[config.mk]
export PLATFORM = sky130hd
export DESIGN_NAME = audio_dac_tx_flat
export DESIGN_NICKNAME = d
export VERILOG_FILES = /design/src/rtl/audio_pkg.sv /design/src/rtl/audio_dac_tx_if.sv /design/src/rtl/audio_sample_fifo.sv /design/src/rtl/audio_dac_tx.sv /design/src/flat_wrapper.sv
export SDC_FILE = /design/constraint.sdc
export NUM_CORES = 1
export LEC_CHECK = 0
export CORE_MARGIN = 2
export CORE_UTILIZATION = 60
export DETAILED_ROUTE_END_ITERATION = 10
export HOLD_SLACK_MARGIN = 0.03
export PLACE_DENSITY = 0.78
export SLEW_MARGIN = 10
export SYNTH_ARGS = -nofsm -noshare
export SYNTH_HDL_FRONTEND = slang
export SYNTH_SLANG_ARGS = --single-unit
[constraint.sdc]
create_clock -name clk_clk -period 10.8 [get_ports clk_clk]
set_clock_uncertainty 0.15 [all_clocks]
set_input_delay 2.16 -clock clk_clk [delete_from_list [all_inputs] [get_ports clk_clk]]
set_output_delay 2.16 -clock clk_clk [all_outputs]
set_load 0.02 [all_outputs]
[src/rtl/audio_pkg.sv]
// Shared audio types for the codec ADC/DAC paths.
// Sample width, stereo pair bundle and DAC serialiser states.
package audio_pkg;

    localparam int AUDIO_DATA_WIDTH = 16;

    typedef struct packed {
        logic [AUDIO_DATA_WIDTH-1:0] left;
        logic [AUDIO_DATA_WIDTH-1:0] right;
    } stereo_sample_t;

    typedef enum logic [1:0] {
        TX_IDLE,
        TX_ARM,
        TX_SHIFT,
        TX_PAD
    } dac_tx_state_t;

endpackage

[src/rtl/audio_dac_tx_if.sv]
// Stereo sample stream from the DSP side into the DAC path.
// One pair moves on each cycle with valid and ready both high.
interface audio_dac_tx_if
    import audio_pkg::*;
#(
    parameter int DATA_WIDTH = AUDIO_DATA_WIDTH
) ();

    logic [DATA_WIDTH-1:0] sample_left;
    logic [DATA_WIDTH-1:0] sample_right;
    logic                  sample_valid;
    logic                  sample_ready;

    modport master (
        output sample_left,
        output sample_right,
        output sample_valid,
        input  sample_ready
    );

    modport slave (
        input  sample_left,
        input  sample_right,
        input  sample_valid,
        output sample_ready
    );

endinterface

[src/rtl/audio_sample_fifo.sv]
// Single-clock FIFO of stereo pairs feeding the DAC serialiser.
// Pushes are refused while full, even when a pop lands in the same cycle.
module audio_sample_fifo
    import audio_pkg::*;
#(
    parameter type      T     = stereo_sample_t,
    parameter int       DEPTH = 8,
    localparam int      AW    = $clog2(DEPTH),
    localparam int      LW    = AW + 1
) (
    input  logic          clk,
    input  logic          rst_n,
    input  logic          push,
    input  T              wr_data,
    input  logic          pop,
    output T              rd_data,
    output logic          full,
    output logic          empty,
    output logic [LW-1:0] level
);

    T              mem [DEPTH];
    logic [AW-1:0] wr_ptr;
    logic [AW-1:0] rd_ptr;
    logic          push_ok;
    logic          pop_ok;

    assign full    = (level == LW'(DEPTH));
    assign empty   = (level == '0);
    assign push_ok = push & ~full;
    assign pop_ok  = pop & ~empty;
    assign rd_data = mem[rd_ptr];

    // Sample storage; contents need no reset since level gates reads.
    always_ff @(posedge clk) begin
        if (push_ok) begin
            mem[wr_ptr] <= wr_data;
        end
    end

    // Pointers wrap naturally at the power-of-two depth.
    always_ff @(posedge clk or negedge rst_n) begin
        if (!rst_n) begin
            wr_ptr <= '0;
            rd_ptr <= '0;
            level  <= '0;
        end else begin
            if (push_ok) begin
                wr_ptr <= wr_ptr + 1'b1;
            end
            if (pop_ok) begin
                rd_ptr <= rd_ptr + 1'b1;
            end
            if (push_ok && !pop_ok) begin
                level <= level + 1'b1;
            end else if (pop_ok && !push_ok) begin
                level <= level - 1'b1;
            end
        end
    end

endmodule

[src/rtl/audio_dac_tx.sv]
// I2S transmitter toward the codec DAC, slaved to codec BCLK/DACLRCK.
// Buffers stereo pairs and shifts them out MSB first with a one-bit delay.
module audio_dac_tx
    import audio_pkg::*;
#(
    parameter int  DATA_WIDTH = AUDIO_DATA_WIDTH,
    parameter int  FIFO_DEPTH = 8,
    localparam int LW         = $clog2(FIFO_DEPTH) + 1,
    localparam int CW         = $clog2(DATA_WIDTH)
) (
    input  logic           clk_clk,
    input  logic           reset_reset_n,
    audio_dac_tx_if.slave  sample_if,
    output logic [LW-1:0]  fifo_level,
    output logic           underflow,
    input  logic           audio_interface_BCLK,
    input  logic           audio_interface_DACLRCK,
    output logic           audio_interface_DACDAT
);

    typedef struct packed {
        logic [DATA_WIDTH-1:0] left;
        logic [DATA_WIDTH-1:0] right;
    } pair_t;

    logic [1:0]            bclk_sync;
    logic [1:0]            lrck_sync;
    logic                  bclk_prev;
    logic                  lrck_prev;
    logic                  bclk_fall;
    logic                  lrck_edge;
    logic                  lrck_fall;
    logic                  ready_en;
    logic                  fifo_full;
    logic                  fifo_empty;
    logic                  push;
    pair_t                 wr_pair;
    pair_t                 rd_pair;
    dac_tx_state_t         state;
    logic [DATA_WIDTH-1:0] shift_q;
    logic [DATA_WIDTH-1:0] hold_q;
    logic [CW-1:0]         bit_cnt;
    logic                  dacdat_q;
    logic                  underflow_q;

    assign bclk_fall = bclk_prev & ~bclk_sync[1];
    assign lrck_edge = lrck_prev ^ lrck_sync[1];
    assign lrck_fall = lrck_prev & ~lrck_sync[1];

    assign sample_if.sample_ready = ready_en & ~fifo_full;
    assign push                   = sample_if.sample_valid & sample_if.sample_ready;
    assign wr_pair.left           = sample_if.sample_left;
    assign wr_pair.right          = sample_if.sample_right;

    assign underflow              = underflow_q;
    assign audio_interface_DACDAT = dacdat_q;

    // Bring the codec clocks into clk_clk and keep one stage for edge detect.
    always_ff @(posedge clk_clk or negedge reset_reset_n) begin
        if (!reset_reset_n) begin
            bclk_sync <= '0;
            lrck_sync <= '0;
            bclk_prev <= 1'b0;
            lrck_prev <= 1'b0;
        end else begin
            bclk_sync <= {bclk_sync[0], audio_interface_BCLK};
            lrck_sync <= {lrck_sync[0], audio_interface_DACLRCK};
            bclk_prev <= bclk_sync[1];
            lrck_prev <= lrck_sync[1];
        end
    end

    // Hold ready low through reset and open it on the first clock after.
    always_ff @(posedge clk_clk or negedge reset_reset_n) begin
        if (!reset_reset_n) begin
            ready_en <= 1'b0;
        end else begin
            ready_en <= 1'b1;
        end
    end

    audio_sample_fifo #(
        .T     (pair_t),
        .DEPTH (FIFO_DEPTH)
    ) u_fifo (
        .clk     (clk_clk),
        .rst_n   (reset_reset_n),
        .push    (push),
        .wr_data (wr_pair),
        .pop     (lrck_fall),
        .rd_data (rd_pair),
        .full    (fifo_full),
        .empty   (fifo_empty),
        .level   (fifo_level)
    );

    // Frame loading and bit serialiser; word-clock edges outrank bit clocks.
    always_ff @(posedge clk_clk or negedge reset_reset_n) begin
        if (!reset_reset_n) begin
            state       <= TX_IDLE;
            shift_q     <= '0;
            hold_q      <= '0;
            bit_cnt     <= '0;
            dacdat_q    <= 1'b0;
            underflow_q <= 1'b0;
        end else begin
            underflow_q <= lrck_fall & fifo_empty;
            if (lrck_fall) begin
                shift_q <= fifo_empty ? '0 : rd_pair.left;
                hold_q  <= fifo_empty ? '0 : rd_pair.right;
                state   <= TX_ARM;
            end else if (lrck_edge && state != TX_IDLE) begin
                shift_q <= hold_q;
                state   <= TX_ARM;
            end else if (bclk_fall) begin
                unique case (state)
                    TX_IDLE: begin
                        dacdat_q <= 1'b0;
                    end
                    TX_ARM: begin
                        dacdat_q <= shift_q[DATA_WIDTH-1];
                        shift_q  <= {shift_q[DATA_WIDTH-2:0], 1'b0};
                        bit_cnt  <= CW'(1);
                        state    <= TX_SHIFT;
                    end
                    TX_SHIFT: begin
                        dacdat_q <= shift_q[DATA_WIDTH-1];
                        shift_q  <= {shift_q[DATA_WIDTH-2:0], 1'b0};
                        bit_cnt  <= bit_cnt + 1'b1;
                        if (bit_cnt == CW'(DATA_WIDTH - 1)) begin
                            state <= TX_PAD;
                        end
                    end
                    TX_PAD: begin
                        dacdat_q <= 1'b0;
                    end
                endcase
            end
        end
    end

endmodule

[src/flat_wrapper.sv]
// flat-port wrapper written by rule: the top's interface ports become plain ports
module audio_dac_tx_flat import audio_pkg::*;
#(
    parameter int  DATA_WIDTH = AUDIO_DATA_WIDTH,
    parameter int  FIFO_DEPTH = 8,
    localparam int LW         = $clog2(FIFO_DEPTH) + 1,
    localparam int CW         = $clog2(DATA_WIDTH)
)
  (clk_clk, reset_reset_n, fifo_level, underflow, audio_interface_BCLK, audio_interface_DACLRCK, audio_interface_DACDAT, sample_if_sample_left, sample_if_sample_right, sample_if_sample_valid, sample_if_sample_ready);
  audio_dac_tx_if #(.DATA_WIDTH(DATA_WIDTH)) sample_if_i ();
  input  logic clk_clk;
  input  logic reset_reset_n;
  output logic [LW-1:0] fifo_level;
  output logic underflow;
  input  logic audio_interface_BCLK;
  input  logic audio_interface_DACLRCK;
  output logic audio_interface_DACDAT;
  input wire logic [$bits(sample_if_i.sample_left)-1:0] sample_if_sample_left;
  input wire logic [$bits(sample_if_i.sample_right)-1:0] sample_if_sample_right;
  input wire logic [$bits(sample_if_i.sample_valid)-1:0] sample_if_sample_valid;
  output wire logic [$bits(sample_if_i.sample_ready)-1:0] sample_if_sample_ready;
  assign sample_if_i.sample_left = sample_if_sample_left;
  assign sample_if_i.sample_right = sample_if_sample_right;
  assign sample_if_i.sample_valid = sample_if_sample_valid;
  assign sample_if_sample_ready = sample_if_i.sample_ready;
  audio_dac_tx #(.DATA_WIDTH(DATA_WIDTH), .FIFO_DEPTH(FIFO_DEPTH)) u_core (.clk_clk(clk_clk), .reset_reset_n(reset_reset_n), .sample_if(sample_if_i), .fifo_level(fifo_level), .underflow(underflow), .audio_interface_BCLK(audio_interface_BCLK), .audio_interface_DACLRCK(audio_interface_DACLRCK), .audio_interface_DACDAT(audio_interface_DACDAT));
endmodule
==> results of run 1 <==
-- per-stage QoR --
stage / util / area, sq um / instances / hold slack (ns)
after detailed placement: 0.645 / 13000 / 901 / 0.191
after global routing: 0.691 / 13900 / 958 / 0.214
after global placement: 0.645 / 13000 / 901 / 0.196
after CTS: 0.691 / 13900 / 958 / 0.207
after floorplan: - / 12200 / 610 / 0.181
final: 0.691 / 13900 / 958 / 0.206
-- flip-flops by register name (all words and copies together), names as in the netlist, 2 cells and up --
name,cells
u_core.lrck_sync,2
u_core.u_fifo.rd_ptr,3
u_core.hold_q,16
u_core.u_fifo.mem,256
u_core.bit_cnt,4
u_core.state,2
u_core.u_fifo.level,4
u_core.shift_q,16
u_core.u_fifo.wr_ptr,3
u_core.bclk_sync,2
-- report_power, final --
part	switching [mW]	total [mW]	internal [mW]
clock	0.433	0.984	0.551
combinational	0.412	0.847	0.435
sequential	0.128	1.60	1.47
total	0.973	3.43	2.45
-- worst max-delay path: stages (launching register included) --
cell	delay, ns
dfrtp_1	0.47
or4b_1	0.55
and2_2	0.21
clkdlybuf4s50_1	0.53
-- logic make-up (layout without fill, tap and decap cells) --
group / after synthesis / after routing
buf+inv: 54 / 132
simple gates: 48 / 48
fa+ha+maj: 10 / 10
mux: 132 / 132
flops: 313 / 313
compound gates: 45 / 45
other cells: 1 / 1
xor+xnor: 7 / 7
-- metal layers --
metal / up-vias / share of wire / global-route usage
li1: 2565 / - / -
met4: 0 / 0.022 / 0.0684
met2: 171 / 0.52 / 0.368
met5: - / 0 / 0
met3: 38 / 0.051 / 0.0354
met1: 2997 / 0.40 / 0.286
-- placed cells by master (no fill, tap or decap), types with 2 or more instances in the layout --
cell type        netlist  routed
nor2_4                 0       7
nor3_1                 6       4
edfxtp_1             256     256
dfrtp_2                0       2
clkbuf_16              0      31
o21ai_0                5       5
xnor2_1                5       5
o22ai_1               31      31
buf_4                  7      10
nand3_1                6       6
a21oi_1                4       4
mux2_2                17      17
inv_1                 22      22
nor3_2                 0       2
clkinv_2               0       7
xor2_1                 2       2
inv_6                  0       3
mux4_2                63      63
clkbuf_1               9       7
nand2b_1               4       4
nand2_1                7       7
dfrtp_1               57      54
ha_1                   9       9
nor2_1                14       7
clkdlybuf4s50_1        0      42
clkinv_1               0       6
mux2i_1               51      51
-- cell type report --
type / count / area (sq um)
fill: 1228 / 6210
tap: 270 / 338
sequential: 313 / 9120
clock buffer: 38 / 802
inverter: 22 / 82.6
multi-input combinational: 243 / 2920
timing repair buffer: 53 / 500
clock inverter: 19 / 126
-- final timing paths --
check                      depth (start not counted)                 endpoint  slack, ns                   start
hold / removal                                     0      u_core.lrck_sync[1]       0.21     u_core.lrck_sync[0]
setup / recovery                                   3   sample_if_sample_ready       6.17  u_core.u_fifo.level[0]
setup reg to reg                                  10   u_core.u_fifo.level[3]       7.72  u_core.u_fifo.level[0]
hold reg to reg                                    0      u_core.lrck_sync[1]       0.21     u_core.lrck_sync[0]
max in group asynchronous                          2  u_core.u_fifo.rd_ptr[0]       8.38           reset_reset_n
min in group asynchronous                          2          u_core.ready_en       1.58           reset_reset_n
==> flow_summary.rst, run 1 <==
.. list-table::
   :header-rows: 1

   * - Metric
     - Value
   * - Number of max-cap violations
     - 0
   * - Wire length of the first global-routing pass
     - approximately 35 mm
   * - Setup slack at placement
     - around 6.0 ns
   * - Startpoint kind of the worst setup timing path
     - flop
   * - Routed wire per std cell
     - roughly 23 um
   * - TritonCTS sink count
     - around 310
   * - Area fraction in compound gates after synthesis
     - 0.0233
   * - Most frequent cell after synthesis
     - edfxtp_1
   * - Dominant combinational cell family by area after synthesis
     - multiplexers
   * - Antenna Nets Post-Route
     - 0
   * - Area of the placeable core
     - a little over 20000 sq um
   * - Clk_lat worst skew
     - about 0.56 ns
   * - Worst Tran Pin Value
     - 1.19 ns
   * - Remaining global-route overflow
     - 0
   * - Total Die Area
     - 21500 sq um
   * - Nets
     - about 710
   * - Final routed wirelength across all metal layers
     - between 20 and 25 mm
   * - Sequential-to-total area share from yosys stat
     - 0.745
   * - Number of violations reported at the end of detailed-routing iteration 0
     - about 340
   * - Post-synthesis share of cell area spent on full adders, half adders and majority gates
     - 0.0108
   * - Synthesis Warnings
     - 0
   * - Library cell with the largest summed area after synthesis
     - edfxtp_1
   * - Number of global-route vias before repair
     - between 6000 and 7000
   * - Number of vias per cell
     - between 6 and 7
   * - Pre-antenna DRT Iters
     - 4
   * - Final clock period utilization by the worst path
     - 0.429
   * - Final sum of negative setup slack
     - 0 ns
   * - Type of the tightest min-delay check
     - flop to flop
   * - Highest Clock Rate
     - around 220 MHz
   * - Setup WS post-layout
     - between 6 and 7 ns
   * - Register bit count reported by yosys
     - around 310
   * - Arrival time at the worst endpoint
     - 2.32 ns
   * - Setup repair after global routing missed its margin
     - no
   * - Run status
     - completed
   * - Peak ir drop on the vdd network
     - 154 uV
   * - Number of setup buffers added after CTS
     - 0
   * - Syn_area_per_cell
     - 20.1 sq um
   * - Ports placed on the boundary
     - 44
   * - CTS clock-pin slew for the worst setup and hold paths
     - around 0.060 ns
   * - Maximum buffer depth of the clock tree
     - 3
   * - Gate Count Post-Synth
     - 610
   * - Die Y-Extent
     - roughly 150 um
   * - Die width
     - between 100 and 150 um
   * - Post-synth top flop
     - edfxtp_1
   * - Async set-or-reset flop fraction in the synthesized netlist
     - 0.182
   * - Total power
     - approximately 3.4 mW
   * - Last weighted congestion value of the routability-driven placer
     - 0.752
   * - Min Tclk post-route
     - 4.63 ns
   * - Total number of placement rows
     - 52
   * - Rel. slew slack
     - 0.204
   * - Required time of the critical path
     - 8.49 ns
   * - Post-synthesis mux area share
     - 0.175
   * - TritonCTS clock tree
     - built
   * - Layout cells sized above 1
     - 0.219
   * - Total number of vias
     - a little under 6000
   * - Starting Density
     - 0.609
   * - Final Hold Fails
     - 0
   * - Root cell of the clock tree
     - clkbuf_16
   * - Final Max Tran Viols
     - 0
   * - Maximum number of pins on one net before global-route repair
     - 60
   * - Crit path max fanout
     - 6
   * - Remaining routing DRC violations
     - 0
   * - Total power density per cell area
     - ~250 nW/um^2
   * - Overall global routing resource usage
     - 0.214
   * - Post-synth EDFFs
     - 256
   * - Number of buffer cells added on primary ports
     - 43
   * - Cell Area, Synth
     - ~12000 sq um
   * - Synth top area cells
     - edfxtp_1 63%, dfrtp_1 12%, mux4_2 12%
   * - Number of levels the H-tree was split into
     - 1
   * - Placed wire-length estimate
     - around 13 mm
   * - Startpoint-to-endpoint class of the critical path
     - flop to output port
   * - Xor and xnor fraction of the mapped netlist area
     - 0.00501
   * - Static leakage
     - 4.78 nW
   * - Total of hold buffers inserted after clock tree synthesis
     - 0
   * - Number of cells upsized or downsized after cts
     - 0
   * - Number of antenna violations at the first check in global routing
     - 0
   * - Antenna cells
     - 0
   * - Share of the synthesized area in the top cell type
     - 0.628
   * - Area growth, synth to finish
     - 13.6%
   * - Crit path capture type
     - output port
   * - Top cells by count, synth
     - 256 x edfxtp_1, 63 x mux4_2, 57 x dfrtp_1
   * - Final setup violation count
     - 0
   * - Post-Syn Nets
     - between 600 and 700
   * - Clock buffer count from CTS
     - 31
   * - Number of distinct library cells after synthesis
     - roughly 40
   * - Simple-gate area share of the yosys netlist
     - 0.0198
Power figures use the tool's default switching activity.
==> run 2: changes to the inputs <==
--- a/config.mk
+++ b/config.mk
@@ -6,10 +6,10 @@
 export NUM_CORES = 1
 export LEC_CHECK = 0
 export CORE_MARGIN = 2
-export CORE_UTILIZATION = 60
+export CORE_UTILIZATION = 55
 export DETAILED_ROUTE_END_ITERATION = 10
 export HOLD_SLACK_MARGIN = 0.03
-export PLACE_DENSITY = 0.78
+export PLACE_DENSITY = 0.76
 export SLEW_MARGIN = 10
 export SYNTH_ARGS = -nofsm -noshare
 export SYNTH_HDL_FRONTEND = slang
==> constraint.sdc (replaced) <==
create_clock -name clk_clk -period 4.1 [get_ports clk_clk]
set_clock_uncertainty 0.15 [all_clocks]
set_input_delay 0.82 -clock clk_clk [delete_from_list [all_inputs] [get_ports clk_clk]]
set_output_delay 0.82 -clock clk_clk [all_outputs]
set_load 0.02 [all_outputs]
==> run 2 against run 1 <==
Net effect:
- die area is 8.8% higher
- routed wire length grew 1.7%
- core utilization down 4.2 points
- global-route usage decreased by 1.9 points
- combinational power rose to 2.5 times the previous value
- non-clock buffer count rose by 6
- worst hold slack lost 0.0044 ns
- critical endpoint unchanged
- sequential share of layout area fell by 1.2 points
- flip-flop and latch count did not move
==> flow_summary.rst, run 2 (synthesis results as in run 1) <==
.. list-table::
   :header-rows: 1

   * - Metric
     - Value
   * - Total power density per cell area
     - 666 nW/um^2 (+170%)
   * - Number of setup buffers added after CTS
     - 0 (unchanged)
   * - Setup repair after global routing missed its margin
     - no
   * - Number of violations reported at the end of detailed-routing iteration 0
     - 422 (+23%)
   * - Final Max Tran Viols
     - 0 (unchanged)
   * - Top Usage Layer GRT
     - met2
   * - Total Die Area
     - 23500 sq um (+8.8%)
   * - Fraction of power spent switching nets
     - 0.271 (-0.0128)
   * - Final clock period utilization by the worst path
     - 0.791
   * - Remaining routing DRC violations
     - 0 (unchanged)
   * - Final routed wirelength across all metal layers
     - 22.5 mm (+1.7%)
   * - Routed wire per std cell
     - 23.1 um (about the same)
   * - Static leakage
     - 4.90 nW (+2.4%)
   * - Antenna cells
     - 0 (unchanged)
   * - Fraction of power consumed by combinational cells
     - 0.225 (-0.022)
   * - Top reg by flops
     - u_core.u_fifo.mem
   * - Root cell of the clock tree
     - clkbuf_16
   * - Startpoint kind of the worst setup timing path
     - flop
   * - Largest registers
     - u_core.u_fifo.mem: 256 flops, u_core.hold_q: 16 flops, u_core.shift_q: 16 flops
   * - CTS clock-pin slew for the worst setup and hold paths
     - 0.06 ns (about the same)
   * - Number of antenna violations at the first check in global routing
     - 0 (unchanged)
   * - Required time of the critical path
     - 3.13 ns (-5.36 ns)
   * - Number of global-route vias before repair
     - 6257 (+1.6%)
   * - Peak ir drop on the vdd network
     - 324 uV (+110%)
   * - Clk_lat worst skew
     - 0.55 ns (about the same)
   * - Layout cells sized above 1
     - 0.232 (+0.0122)
   * - Starting Density
     - 0.561 (-0.0479)
   * - Final Hold Fails
     - 0 (unchanged)
   * - Run status
     - completed
   * - Most common cell after layout, fill and taps aside
     - edfxtp_1
   * - Worst hold path cell count
     - 0 (unchanged)
   * - Area growth, synth to finish
     - 15.7%
   * - Number of cells upsized or downsized after cts
     - 0 (unchanged)
   * - Proportion of power drawn by flip-flops and latches
     - 0.460 (-0.006)
   * - Number of flip-flops under the largest register name
     - 256 (unchanged)
   * - Most frequent cells in the layout
     - 256 x edfxtp_1, 63 x mux4_2, 54 x dfrtp_1, 51 x mux2i_1, 42 x clkdlybuf4s50_1
   * - Crit path max fanout
     - 6 (unchanged)
   * - Maximum number of pins on one net before global-route repair
     - 41 (-32%)
   * - Highest Clock Rate
     - approximately 310 MHz
   * - Total of hold buffers inserted after clock tree synthesis
     - 0 (unchanged)
   * - Die width
     - 153 um (+4.3%)
   * - Maximum buffer depth of the clock tree
     - 3 (unchanged)
   * - Int Power
     - 6.87 mW (+180%)
   * - Placed wire-length estimate
     - 13.2 mm (+4.4%)
   * - Final cell utilization of the core
     - 0.649 (-0.0423)
   * - Global-route track usage on met1
     - 0.260 (-0.0257)
   * - Pre-antenna DRT Iters
     - 5 (+1)
   * - Power share of the clock group
     - 0.315 (+0.028)
   * - Final setup violation count
     - 0 (unchanged)
   * - Worst Tran Pin Value
     - 1.10 ns (-0.0890 ns)
   * - Nets
     - 717 (+0.84%)
   * - GRT met3 Usage
     - 0.0235 (-0.0119)
   * - Total number of placement rows
     - 54 (+3.8%)
   * - Type of the tightest min-delay check
     - flop to flop
   * - R2r worst-path depth
     - 9 (-1)
   * - Clock buffer count from CTS
     - 31 (unchanged)
   * - Filler Cell Count
     - 1403 (+14%)
   * - Final sum of negative setup slack
     - 0 ns (unchanged)
   * - TritonCTS sink count
     - 313 (unchanged)
   * - Net switching component of the power
     - 2.56 mW (+160%)
   * - Antenna Nets Post-Route
     - 0 (unchanged)
   * - Ports placed on the boundary
     - 44 (unchanged)
   * - Setup WS post-layout
     - 0.859 ns (-5.31 ns)
   * - Rel. slew slack
     - 0.265 (+0.0612)
   * - Total number of vias
     - 5823 (+0.90%)
   * - Last weighted congestion value of the routability-driven placer
     - 0.748 (-0.61%)
   * - Wire length of the first global-routing pass
     - 35.4 mm (+1.1%)
   * - Area of the placeable core
     - 21800 sq um (+8.6%)
   * - Overall global routing resource usage
     - 0.195 (-0.0193)
   * - Global-route met2 utilization
     - 0.347 (-0.0202)
   * - Setup slack at placement
     - 0.822 ns (-5.14 ns)
   * - Startpoint-to-endpoint class of the critical path
     - flop to output port
   * - Die Y-Extent
     - 153 um (+4.3%)
   * - Min Tclk post-route
     - approximately 3.2 ns
   * - Crit path capture type
     - output port
   * - Number of max-cap violations
     - 0 (unchanged)
   * - Number of levels the H-tree was split into
     - 1 (unchanged)
   * - Arrival time at the worst endpoint
     - 2.27 ns (-0.05 ns)
   * - TritonCTS clock tree
     - built
   * - Number of buffer cells added on primary ports
     - 43 (unchanged)
   * - Remaining global-route overflow
     - 0 (unchanged)
   * - Number of vias per cell
     - 5.97 (-0.86%)
## run 2: worst paths after layout
path                                              from  slack [ns]                     end
max in group asynchronous                reset_reset_n        2.73       u_core.shift_q[4]
worst max register to register  u_core.u_fifo.level[1]        1.03  u_core.u_fifo.level[3]
worst min-delay path               u_core.bclk_sync[0]        0.20     u_core.bclk_sync[1]
min in group asynchronous                reset_reset_n        0.25     u_core.bclk_sync[0]
worst min register to register     u_core.bclk_sync[0]        0.20     u_core.bclk_sync[1]
worst max-delay path            u_core.u_fifo.level[1]        0.86  sample_if_sample_ready
## run 2: cell type report
cell class | instances | area, sq um | area share
Sequential cell | 313 | 9120 | 0.644
Multi-Input combinational cell | 243 | 2930 | 0.207
Clock buffer | 35 | 791 | 0.0559
Timing Repair Buffer | 59 | 596 | 0.0421
Tap cell | 280 | 350 | 0.0247
Clock inverter | 23 | 294 | 0.0208
Inverter | 22 | 82.6 | 0.00583
## run 2: metrics by stage
step                      power, mW  std cells  area (sq um)  hold slack (ns)
final                          9.43        975         14200            0.201
after global routing           9.82        975         14200            0.216
after CTS                      9.52        975         14200            0.206
after detailed placement       6.56        917         13100            0.189
after global placement         6.45        917         13100            0.193
after floorplan                5.87        610         12200            0.181
## run 2: power by group through the flow
stage | Clock, mW | Combinational (mW) | Sequential, mW
after floorplan | 0 | 1.78 | 4.09
after global placement | 0 | 2.08 | 4.37
after detailed placement | 0 | 2.15 | 4.41
after CTS | 3.00 | 2.17 | 4.35
after global routing | 3.12 | 2.30 | 4.40
final | 2.97 | 2.12 | 4.34
## run 2: per-layer routing
layer	part of all wire	vias to the layer above
li1	-	2569
met1	0.41	3091
met4	0.016	0
met5	0	-
met2	0.54	133
met3	0.034	30
## run 2: worst max-delay path, stage by stage (launching register included)
cell             delay [ns]
dfrtp_1                0.44
or4b_1                 0.55
and2_2                 0.20
clkdlybuf4s50_1        0.53
